==> src/rtl/lut_sequencer.sv <==
// lut_sequencer: streams (symbol, weight) pairs from a per-symbol weight LUT for one frame and totals the weights.
// Ports:
//    clk, rst            clock, synchronous active-high reset
//    start, n_in         begin a frame of n_in symbols (sampled in IDLE only)
//    out_valid/out_ready valid/ready handshake for each weight beat
//    out_sym, out_weight current symbol index and its LUT weight
//    out_last            current beat is symbol N-1
//    busy, done          frame in progress / one-cycle frame-end pulse
//    sum_total           sum of weights transferred in the current/last frame
module lut_rom #(
   parameter int AW = 4,
   parameter int DW = 6
) (
   input  logic [AW-1:0]                  addr_i,
   output logic [(1<<AW)-1:0][DW-1:0]     q_o
);
   // weight of symbol k for a frame of addr_i symbols is 4*(addr_i-k), zero beyond the frame
   always_comb
      for (int k = 0; k < (1 << AW); k++)
         q_o[k] = (k < int'(addr_i)) ? DW'(4 * (int'(addr_i) - k)) : '0;
endmodule

module lut_sequencer #(
   parameter int ADDR_WIDTH = 4,
   parameter int DATA_WIDTH = 6,
   parameter int SUM_WIDTH  = 10
) (
   input  logic                  clk,
   input  logic                  rst,
   input  logic                  start,
   input  logic [ADDR_WIDTH-1:0] n_in,
   output logic                  out_valid,
   input  logic                  out_ready,
   output logic [ADDR_WIDTH-1:0] out_sym,
   output logic [DATA_WIDTH-1:0] out_weight,
   output logic                  out_last,
   output logic                  busy,
   output logic                  done,
   output logic [SUM_WIDTH-1:0]  sum_total
);
   typedef enum logic [1:0] {IDLE, RUN, DONE} state_t;
   state_t                                  state_q;
   logic [ADDR_WIDTH-1:0]                   n_q, sym_q;
   logic [SUM_WIDTH-1:0]                    sum_q;
   logic                                    valid_q, busy_q, done_q;
   logic [(1<<ADDR_WIDTH)-1:0][DATA_WIDTH-1:0] rom_q;
   logic                                    xfer;

   lut_rom #(.AW(ADDR_WIDTH), .DW(DATA_WIDTH)) u_rom (.addr_i(n_q), .q_o(rom_q));

   assign out_valid  = valid_q;
   assign out_sym    = sym_q;
   assign out_weight = rom_q[sym_q];
   // gated by valid so last never shows outside RUN (n_q-1 wraps when n_q is 0)
   assign out_last   = valid_q && (sym_q == n_q - ADDR_WIDTH'(1));
   assign busy       = busy_q;
   assign done       = done_q;
   assign sum_total  = sum_q;
   assign xfer       = valid_q && out_ready;

   always_ff @(posedge clk) begin
      if (rst) begin
         state_q <= IDLE;
         n_q     <= '0;
         sym_q   <= '0;
         sum_q   <= '0;
         valid_q <= 1'b0;
         busy_q  <= 1'b0;
         done_q  <= 1'b0;
      end else begin
         case (state_q)
            IDLE: if (start) begin
               n_q     <= n_in;
               sym_q   <= '0;
               sum_q   <= '0;
               busy_q  <= 1'b1;
               valid_q <= n_in != '0;
               done_q  <= n_in == '0;
               state_q <= (n_in != '0) ? RUN : DONE;
            end
            RUN: if (xfer) begin
               sum_q <= sum_q + SUM_WIDTH'(out_weight);
               if (out_last) begin
                  valid_q <= 1'b0;
                  done_q  <= 1'b1;
                  state_q <= DONE;
               end else
                  sym_q <= sym_q + ADDR_WIDTH'(1);
            end
            default: begin
               done_q  <= 1'b0;
               busy_q  <= 1'b0;
               state_q <= IDLE;
            end
         endcase
      end
   end
endmodule

==> config.mk <==
export PLATFORM = sky130hd
export DESIGN_NAME = lut_sequencer
export DESIGN_NICKNAME = d
export VERILOG_FILES = /design/src/rtl/lut_sequencer.sv
export SDC_FILE = /design/constraint.sdc
export NUM_CORES = 1
export LEC_CHECK = 0
export ABC_AREA = 1
export ABC_CLOCK_PERIOD_IN_PS = 5200
export CORE_MARGIN = 8
export CORE_UTILIZATION = 30
export CTS_CLUSTER_SIZE = 16
export DETAILED_ROUTE_END_ITERATION = 16
export PLACE_DENSITY_LB_ADDON = 0.05
export SLEW_MARGIN = 25
export SYNTH_ARGS = -nofsm -noshare
export SYNTH_HDL_FRONTEND = slang
export SYNTH_SLANG_ARGS = --single-unit
==> constraint.sdc <==
create_clock -name clk -period 5.2 [get_ports clk]
set_clock_uncertainty 0.1 [all_clocks]
set_input_delay 0.78 -clock clk [delete_from_list [all_inputs] [get_ports clk]]
set_output_delay 0.78 -clock clk [all_outputs]
set_load 0.01 [all_outputs]
### Yosys cells after proc, flatten, opt, wreduce, memory -nomap -nowiden

Index checks and enable logic that the tools add are counted.

| word-level totals | value |
|---|---|
| bits in writable memories | 0 |
| bits in registers | 23 |
| latch bits | 0 |
| memories kept | 0 |
| memory bits (read-only) | 0 |
| input port bits | 8 |

| operators by class | value |
|---|---|
| reduce and logical (&&, ||, !) cells | 12 |
| order comparisons | 16 |
| add/subtract/negate cells | 17 |
| muxes and demuxes | 39 |
| bitwise logic cells | 1 |
| multiply operators | 0 |
| shift operators | 0 |
| equal/unequal tests | 6 |
| divide/modulo/power cells | 0 |

Operators with widths:

| kind | number |
|---|---|
| $mux W6 | 16 |
| $lt A4 B4 Y1 const A | 7 |
| $sub A4 B4 Y4 const B | 7 |
| $bmux W6 S4 | 1 |
| $mux W10 | 2 |
| $pmux W10 S2 | 1 |
| $lt A3 B4 Y1 const A | 4 |
| $sub A4 B3 Y4 const B | 4 |
| $mux W4 | 3 |
| $add A10 B6 Y10 | 1 |
| $lt A1 B4 Y1 const A | 2 |
| $lt A2 B4 Y1 const A | 2 |
| $mux W2 | 4 |
| $ne A2 B2 Y1 const B | 4 |
| $pmux W4 S2 | 1 |
| $reduce_and A4 Y1 | 2 |
| $sub A4 B1 Y4 const B | 2 |
| $sub A4 B2 Y4 const B | 2 |
| $mux W1 | 7 |
| $pmux W1 S2 | 3 |
| $reduce_and A3 Y1 | 2 |
| $lt A4 B5 Y1 const B | 1 |
| $add A4 B1 Y4 const B | 1 |
| $eq A4 B4 Y1 | 1 |
| other kinds (9) | 11 |

### Depth between registers and ports, before layout

Gate-level depths: netlist of the first run.

| logic depth | value |
|---|---|
| depth in word-level cells | 7 |
| depth in mapped cells | 21 |

### Cells and area by module

From an unflattened synthesis of the first run, not the netlist that was laid out.

| second synthesis, totals | value |
|---|---|
| cells, all modules | 586 |
| area total of the unflattened synthesis | 3423.3 um^2 |

Modules (own cells, without submodules):

| module | cells each | area an instance (um^2) | instances |
|---|---|---|---|
| lut_sequencer | 388 | 2240.9 | 1 |
| lut_rom | 198 | 1182.4 | 1 |

### Least setup slack after synthesis of the first run

No wires, ideal clock.

| timing | value |
|---|---|
| path type | flip-flop to flip-flop |
| start | reg n_q[0] |
| end | reg sum_q[8], in the netlist sum_total[8] |
| stages on the path, launching flop included | 22 |
| arrival time | 3.153 ns |
| required time | 5.030 ns |
| path buffers | 1 |
| clock period less this slack | 3.323 ns |
| slack | 1.877 ns |
| path through | dfxtp_1 buf_6 clkinv_1 ha_1 inv_1 nand2_1 nand2_1 nand2_1 nor2_1 o21a_1 nor2_1 o21ai_0 ha_1 inv_1 fa_1 nor2_1 o21ai_0 nand2_1 nand3_1 nor2_1 o21ai_0 a21oi_1 |

| between the ends | value |
|---|---|
| cells in the longest elaborated chain, start to end | 7 |
| elaborated cells between the ends (all ways) | 49 |
| those cells by class | 15 x add/sub; 15 x order compare; 19 x mux |

Ends and longest elaborated chain:

| element | line | text |
|---|---|---|
| start, declared | 43 | `logic [ADDR_WIDTH-1:0] n_q, sym_q;` |
| start signal, assigned | 73 | `n_q <= n_in;` |
| $sub A4 B1 Y4, or another cell as far along | 20 | `q_o[k] = (k < int'(addr_i)) ? DW'(4 * (int'(addr_i) - k)) : '0;` |
| $mux W6 | 20 |  |
| $bmux W6 S4 (*) | 53 | `assign out_weight = rom_q[sym_q];` |
| $mux W6 (implied by the code) (*) | 53 |  |
| net out_weight[2] | 35 | `output logic [DATA_WIDTH-1:0] out_weight,` |
| $add A10 B6 Y10 (*) | 82 | `sum_q <= sum_q + SUM_WIDTH'(out_weight);` |
| $mux W10 (*) | 81 | `RUN: if (xfer) begin` |
| $pmux W10 S2 (*) | 71 | `case (state_q)` |
| end signal, assigned | 82 |  |
| end, declared | 44 | `logic [SUM_WIDTH-1:0] sum_q;` |

Mark *: on every way through the listed nets, which the timed path passes. The rest lies on a longest branch. The select of a mux whose other input is x is not followed.
A chain may end at the register's enable or synchronous reset.

### Worst setup path in the final report of the first run

| timing | value |
|---|---|
| start | reg n_q[0] |
| end | out out_weight[2] |

| between the ends | value |
|---|---|
| cells in the longest elaborated chain, start to end | 4 |
| elaborated cells between the ends (all ways) | 46 |
| those cells by class | 14 x add/sub; 15 x order compare; 17 x mux |

Ends and longest elaborated chain:

| element | line |
|---|---|
| $sub A4 B1 Y4, or another cell as far along | 20 |
| $mux W6 | 20 |
| $bmux W6 S4 (*) | 53 |
| $mux W6 (implied by the code) (*) | 53 |
| end, declared | 35 |

Every way passes the cells marked *; elsewhere a longest branch is shown, timed or not. The select of a mux whose other input is x is not followed.

==> results of run 1 <==
==> through the flow <==
| step | cell area (µm²) | worst slack, ps |
|---|---|---|
| floorplan | 2200 | 1880 |
| global placement | 2510 | 1160 |
| detailed placement | 2510 | 1150 |
| CTS | 2580 | 1010 |
| global route | 2580 | 744 |
| finish | 2580 | 989 |
==> flip-flops by register name, summed over array words and instances (netlist names) <==
name	flops
state_q	2
n_q	4
sum_total	8
out_sym	4
out_valid	1
busy	1
==> power by group through the flow <==
stage | clock (mW) | combinational, mW | sequential (mW)
after floorplan | 0 | 0.157 | 0.179
after detailed placement | 0 | 0.217 | 0.191
after global routing | 0.170 | 0.248 | 0.190
final | 0.159 | 0.218 | 0.187
after global placement | 0 | 0.222 | 0.192
after CTS | 0.164 | 0.218 | 0.188
==> tightest hold or removal path: cells and delay by family, from the launching register on <==
family           cells  cell delay [ps]
AO/OA/AOI/OAI        1               50
flip-flops           1              310
AND/OR/NAND/NOR      1               60
==> logic make-up after synthesis <==
| family | after synthesis | synth area share [%] |
|---|---|---|
| simple gates | 191 | 38.3 |
| other cells | 1 | 0.171 |
| flops | 20 | 18.3 |
| compound gates | 71 | 18.0 |
| xor+xnor | 3 | 1.20 |
| fa+ha+maj | 23 | 13.5 |
| buf+inv | 53 | 10.6 |
==> layer usage <==
layer  routed length [µm]  part of all wire (%)
met5                    0                     0
met4                   72                   1.0
met3                  439                   6.3
met2                 3040                    44
met1                 3390                    49
==> cells in the final DEF (no fill, tap or decap), types with 3 or more instances in the layout <==
| master | Yosys | layout |
|---|---|---|
| a21oi_1 | 30 | 30 |
| inv_1 | 33 | 33 |
| dfxtp_1 | 20 | 20 |
| inv_2 | 4 | 4 |
| o21ai_0 | 26 | 26 |
| o211ai_1 | 5 | 5 |
| nand3_1 | 41 | 41 |
| ha_1 | 22 | 22 |
| nand4_1 | 5 | 5 |
| conb_1 | 1 | 4 |
| nand2_2 | 5 | 5 |
| clkdlybuf4s50_1 | 0 | 27 |
| nor2_1 | 27 | 27 |
| clkbuf_8 | 0 | 3 |
| nand2_1 | 104 | 104 |
==> worst min path at each step <==
stage | startpoint | end | depth (start not counted)
3_3_place_gp | busy | busy | 2
6_report | busy | busy | 2
4_1_cts | busy | busy | 2
3_5_place_dp | busy | busy | 2
5_1_grt | busy | busy | 2
2_1_floorplan | sum_total[8] | sum_total[8] | 1
==> area by class of cell <==
| class | count | area, µm² |
|---|---|---|
| inverter | 38 | 143 |
| sequential | 20 | 400 |
| timing repair buffer | 27 | 270 |
| tap | 99 | 124 |
| fill | 836 | 4590 |
| multi-input combinational | 292 | 1570 |
| clock inverter | 1 | 30.0 |
| clock buffer | 3 | 41.3 |
==> flow_summary.ini, run 1 <==
[global_route]
grt-ovfl-total = 0
grt_max_degree = 18
grt-busiest-layer = met2
grt_use_met1_pct = 20.0
grt_pass1_vias = 2261
grt_use_total_pct = 14.1
use_met2_pct = 21.4
use_met3_pct = 2.47
antenna_found_initial = 0
grt_first_pass_wirelength_um = 11600

[sta]
setup_viol = 0
post-route-period-util_pct = 81.0
max_freq_mhz = 237
fin_crit_ps = 4210
setup_tns_ps = 0
slew_headroom_pct = 54.3
drv_slew = 0
rsz0062_at_grt = false
hold_viol = 0
holdWs_ps = 364
worst_pin_slew_ps = 685

[layout]
area_delta_synth_final_pct = 17.7
fin_cells = 480
n_antenna_cell = 0
drive_gt1_share_pct = 5.77
nets = 413
utilization_pct = 36.0

[synthesis]
synthTopCellsByArea = dfxtp_1 (18%), nand2_1 (18%), ha_1 (13%), nand3_1 (9.4%), a21oi_1 (6.8%)
ys_warn_count = 0
synth_top_area_cell = dfxtp_1
synth_edf_count = 0
synth.most_common_cell = nand2_1
yosys.area.top_type_share_pct = 18.3
async_flop_share_pct = 0
ys_seq_elements = 20
postSynthCellCount = 362
ys_seq_area_share_pct = 18.3
syn_area_per_cell_um2 = 6.06
syn_area_um2 = 2190
netlist_top_cells_count = nand2_1 (104), nand3_1 (41), inv_1 (33)
synth_flop_cell = dfxtp_1
ys_types = 37

[routing]
drt_iter0_drc = 163
drc = 0
vias = 2373
vias_per_cell = 4.94
drt-total-wl_um = 6950
firstDrtPassIters = 8
ant_nets = 0
wl_per_cell_um = 14.5

[cts]
cts_tree = done
cts.path.max_buffers = 2
cts_buffers = 3
cts_setup_buffers = 0
cts_sinks = 20
clkSlewWorstSetupHoldPaths_ps = 80
h-tree-depth = 1
ctsHoldBuffers = 0
root_buffer = clkbuf_8
clk_latency_ps = 260
cts_repair_resize_count = 0

[setup_path]
cp_num_buf_inv = 3
required_ps = 4320
cp-start-kind = flip-flop
critPathMaxStageDelay_ps = 640
r2r.worst_path.cells = 20
crit_chain = clkinv_1 -> ha_1 -> inv_1 -> nand2_1 -> nand2_1 -> nand2_1 -> nor2_1 -> o21a_1 -> nor2_1 -> o21ai_0 -> clkdlybuf4s50_1
crit_start = n_q[0]
worstPathMaxFanout = 13
reg2reg_slack_ps = 1100
path_delay_family = buffers and inverters
critical_path_depth = 11
arrival_ps = 3330
reg2reg_from = n_q[0]
end_kind = primary output
crit_end = out_weight[2]
cpMostUsedCell = nand2_1
crit_type = reg2out
cp_slowest_cell = dfxtp_1
rr_endpoint = sum_total[8]

[die]
die_x_um = 102
rows = 31
fp.dieArea_um2 = 10300
fp.coreArea_um2 = 7180
io_pins = 32
start_util_pct = 30.6
die_y_um = 102

[placement]
gp_congestion = 0.902
placed_cells = 476
numPortBuffers = 27
dp_hpwl_um = 5460

[status]
status = finished, final reports clean

[power]
clkPwrFrac_pct = 28.1
p_switching_mw = 0.217
comb_power_share_pct = 38.6
intPower_mw = 0.346
swShare_pct = 38.5
seq_power_share_pct = 33.3
peakVddDrop_mv = 0.115
p_total_mw = 0.564
leakagePower_nw = 1.21
p_per_area_nw_per_um2 = 218

[min_path]
hold_path_class = reg2reg

[flow_run]
maxCapViolCount = 0
(Power assumes the default switching activity.)
==> inputs of run 2 (changes only) <==
--- a/config.mk
+++ b/config.mk
@@ -6,7 +6,7 @@
 export NUM_CORES = 1
 export LEC_CHECK = 0
 export ABC_AREA = 1
-export ABC_CLOCK_PERIOD_IN_PS = 5200
+export ABC_CLOCK_PERIOD_IN_PS = 4300
 export CORE_MARGIN = 8
 export CORE_UTILIZATION = 30
 export CTS_CLUSTER_SIZE = 16
==> constraint.sdc (replaced) <==
create_clock -name clk -period 4.3 [get_ports clk]
set_clock_uncertainty 0.1 [all_clocks]
set_input_delay 0.645 -clock clk [delete_from_list [all_inputs] [get_ports clk]]
set_output_delay 0.645 -clock clk [all_outputs]
set_load 0.01 [all_outputs]
==> run 2 against run 1 <==
Net effect:
- via count rose by 0.88%
- core utilization rose by 0.52 points
- non-clock buffer count rose by 5
- critical path depth did not move
- critical endpoint is now out_weight[3]
- die area did not move
- highest routed layer unchanged
- sequential share of layout area fell by 0.22 points
- design area rose by 1.5%
- clock-buffer cell count did not move
- setup slack got worse by 450 ps
- sequential power rose by 16%
==> flow_summary.ini, run 2 (same netlist as run 1, synthesis figures left out) <==
[status]
status = finished, final reports clean

[global_route]
antenna_found_initial = 0
grt_use_total_pct = 14.3
grt-ovfl-total = 0
grt_first_pass_wirelength_um = 12000
grt_pass1_vias = 2327
grt_max_degree = 18

[placement]
placed_cells = 481
gp_congestion = 0.880
dp_hpwl_um = 5510
placed_area_um2 = 2550
place_ws_ps = 667
numPortBuffers = 27

[die]
die_y_um = 102
rows = 31
die_x_um = 102
io_pins = 32
start_util_pct = 30.6
fp.dieArea_um2 = 10300
fp.coreArea_um2 = 7180

[power]
leakagePower_nw = 1.23
p_per_area_nw_per_um2 = 261
peakVddDrop_mv = 0.139

[sta]
setup_viol = 0
hold_viol = 0
worst_slack_ps = 536
post-route-period-util_pct = 87.5
fin_crit_ps = 3760
drv_slew = 0
worst_pin_slew_ps = 588
max_freq_mhz = 266
rsz0062_at_grt = false
slew_headroom_pct = 60.8
setup_tns_ps = 0

[cts]
root_buffer = clkbuf_8
clkSlewWorstSetupHoldPaths_ps = 80
ctsHoldBuffers = 0
cts_repair_resize_count = 0
cts_tree = done
cts_buffers = 3
cts_setup_buffers = 0
h-tree-depth = 1
cts_sinks = 20
clk_latency_ps = 260
cts.path.max_buffers = 2

[layout]
seq_area_um2 = 400
drive_gt1_share_pct = 6.99
final_area_um2 = 2620
n_antenna_cell = 0
final_common_cell = nand2_1
area_delta_synth_final_pct = 19.4
nets = 418
mostFrequentLayoutCells = nand2_1 (104), nand3_1 (41), inv_1 (33)
fill_cells = 817
fin_cells = 485
largest_reg_flops = 8
multi_input_area_um2 = 1570

[routing]
vias = 2394
drt_iter0_drc = 275
wl_per_cell_um = 14.5
firstDrtPassIters = 5
drt-total-wl_um = 7040
vias_per_cell = 4.94
ant_nets = 0
drc = 0

[setup_path]
crit_type = reg2out
cp-start-kind = flip-flop
cp_slowest_cell = dfxtp_1
critPathMaxStageDelay_ps = 700
arrival_ps = 3020
crit_chain = inv_2 -> ha_1 -> nand2_1 -> o21ai_0 -> or2_2 -> o211ai_1 -> nand3_1 -> nand3_1 -> nand2_1 -> inv_1 -> clkdlybuf4s50_1
required_ps = 3560
end_kind = primary output
worstPathMaxFanout = 16

[min_path]
hold_path_class = reg2reg

[flow_run]
maxCapViolCount = 0
==> run 2: changes by cell type in the layout (fill, tap and decap cells not counted), sizes merged <==
cell,previous run,this run
buf,0,5
==> run 2: per-layer routing <==
layer	wire length [µm]	global-route usage (%)	part of all wire, %
met1	3570	20.5	51
met2	3080	21.8	44
met3	301	2.47	4.3
met4	84	2.75	1.2
met5	0	0	0
==> run 2: final cells by class <==
class	count	share of cell area, %
clock buffers	3	1.58
clock inverters	1	1.15
inverters	38	5.45
multi-input cells	292	60.1
flip-flops and latches	20	15.3
well taps	99	4.73
repair buffers	32	11.8
==> run 2: worst max-delay path, delay by kind of cell (launching register included) <==
| family | cells | cell delay [ps] |
|---|---|---|
| AND/OR/NAND/NOR | 5 | 710 |
| AO/OA/AOI/OAI | 2 | 200 |
| flip-flops | 1 | 700 |
| buffers and inverters | 3 | 870 |
| adder cells (fa/ha/maj) | 1 | 290 |
==> run 2: per-stage QoR <==
| step | utilization, % | total power, mW | hold WS (ps) |
|---|---|---|---|
| floorplan | - | 0.407 | 384 |
| global placement | 35.5 | 0.504 | 357 |
| detailed placement | 35.5 | 0.497 | 358 |
| CTS | 36.5 | 0.690 | 374 |
| global route | 36.5 | 0.739 | 412 |
| finish | 36.5 | 0.683 | 373 |
==> run 2: worst paths after layout <==
path / startpoint / end / slack (ps) / cells after the start
max: n_q[3] / out_weight[3] / 540 / 11
min reg2reg: busy / busy / 370 / 2
max reg2reg: n_q[3] / sum_total[8] / 640 / 18
min: busy / busy / 370 / 2
==> run 2: power by group <==
| group | internal, mW | total, mW | switching (mW) |
|---|---|---|---|
| clock network | 0.124 | 0.190 | 0.0657 |
| logic | 0.101 | 0.277 | 0.176 |
| registers | 0.197 | 0.216 | 0.0190 |
| total | 0.423 | 0.683 | 0.261 |
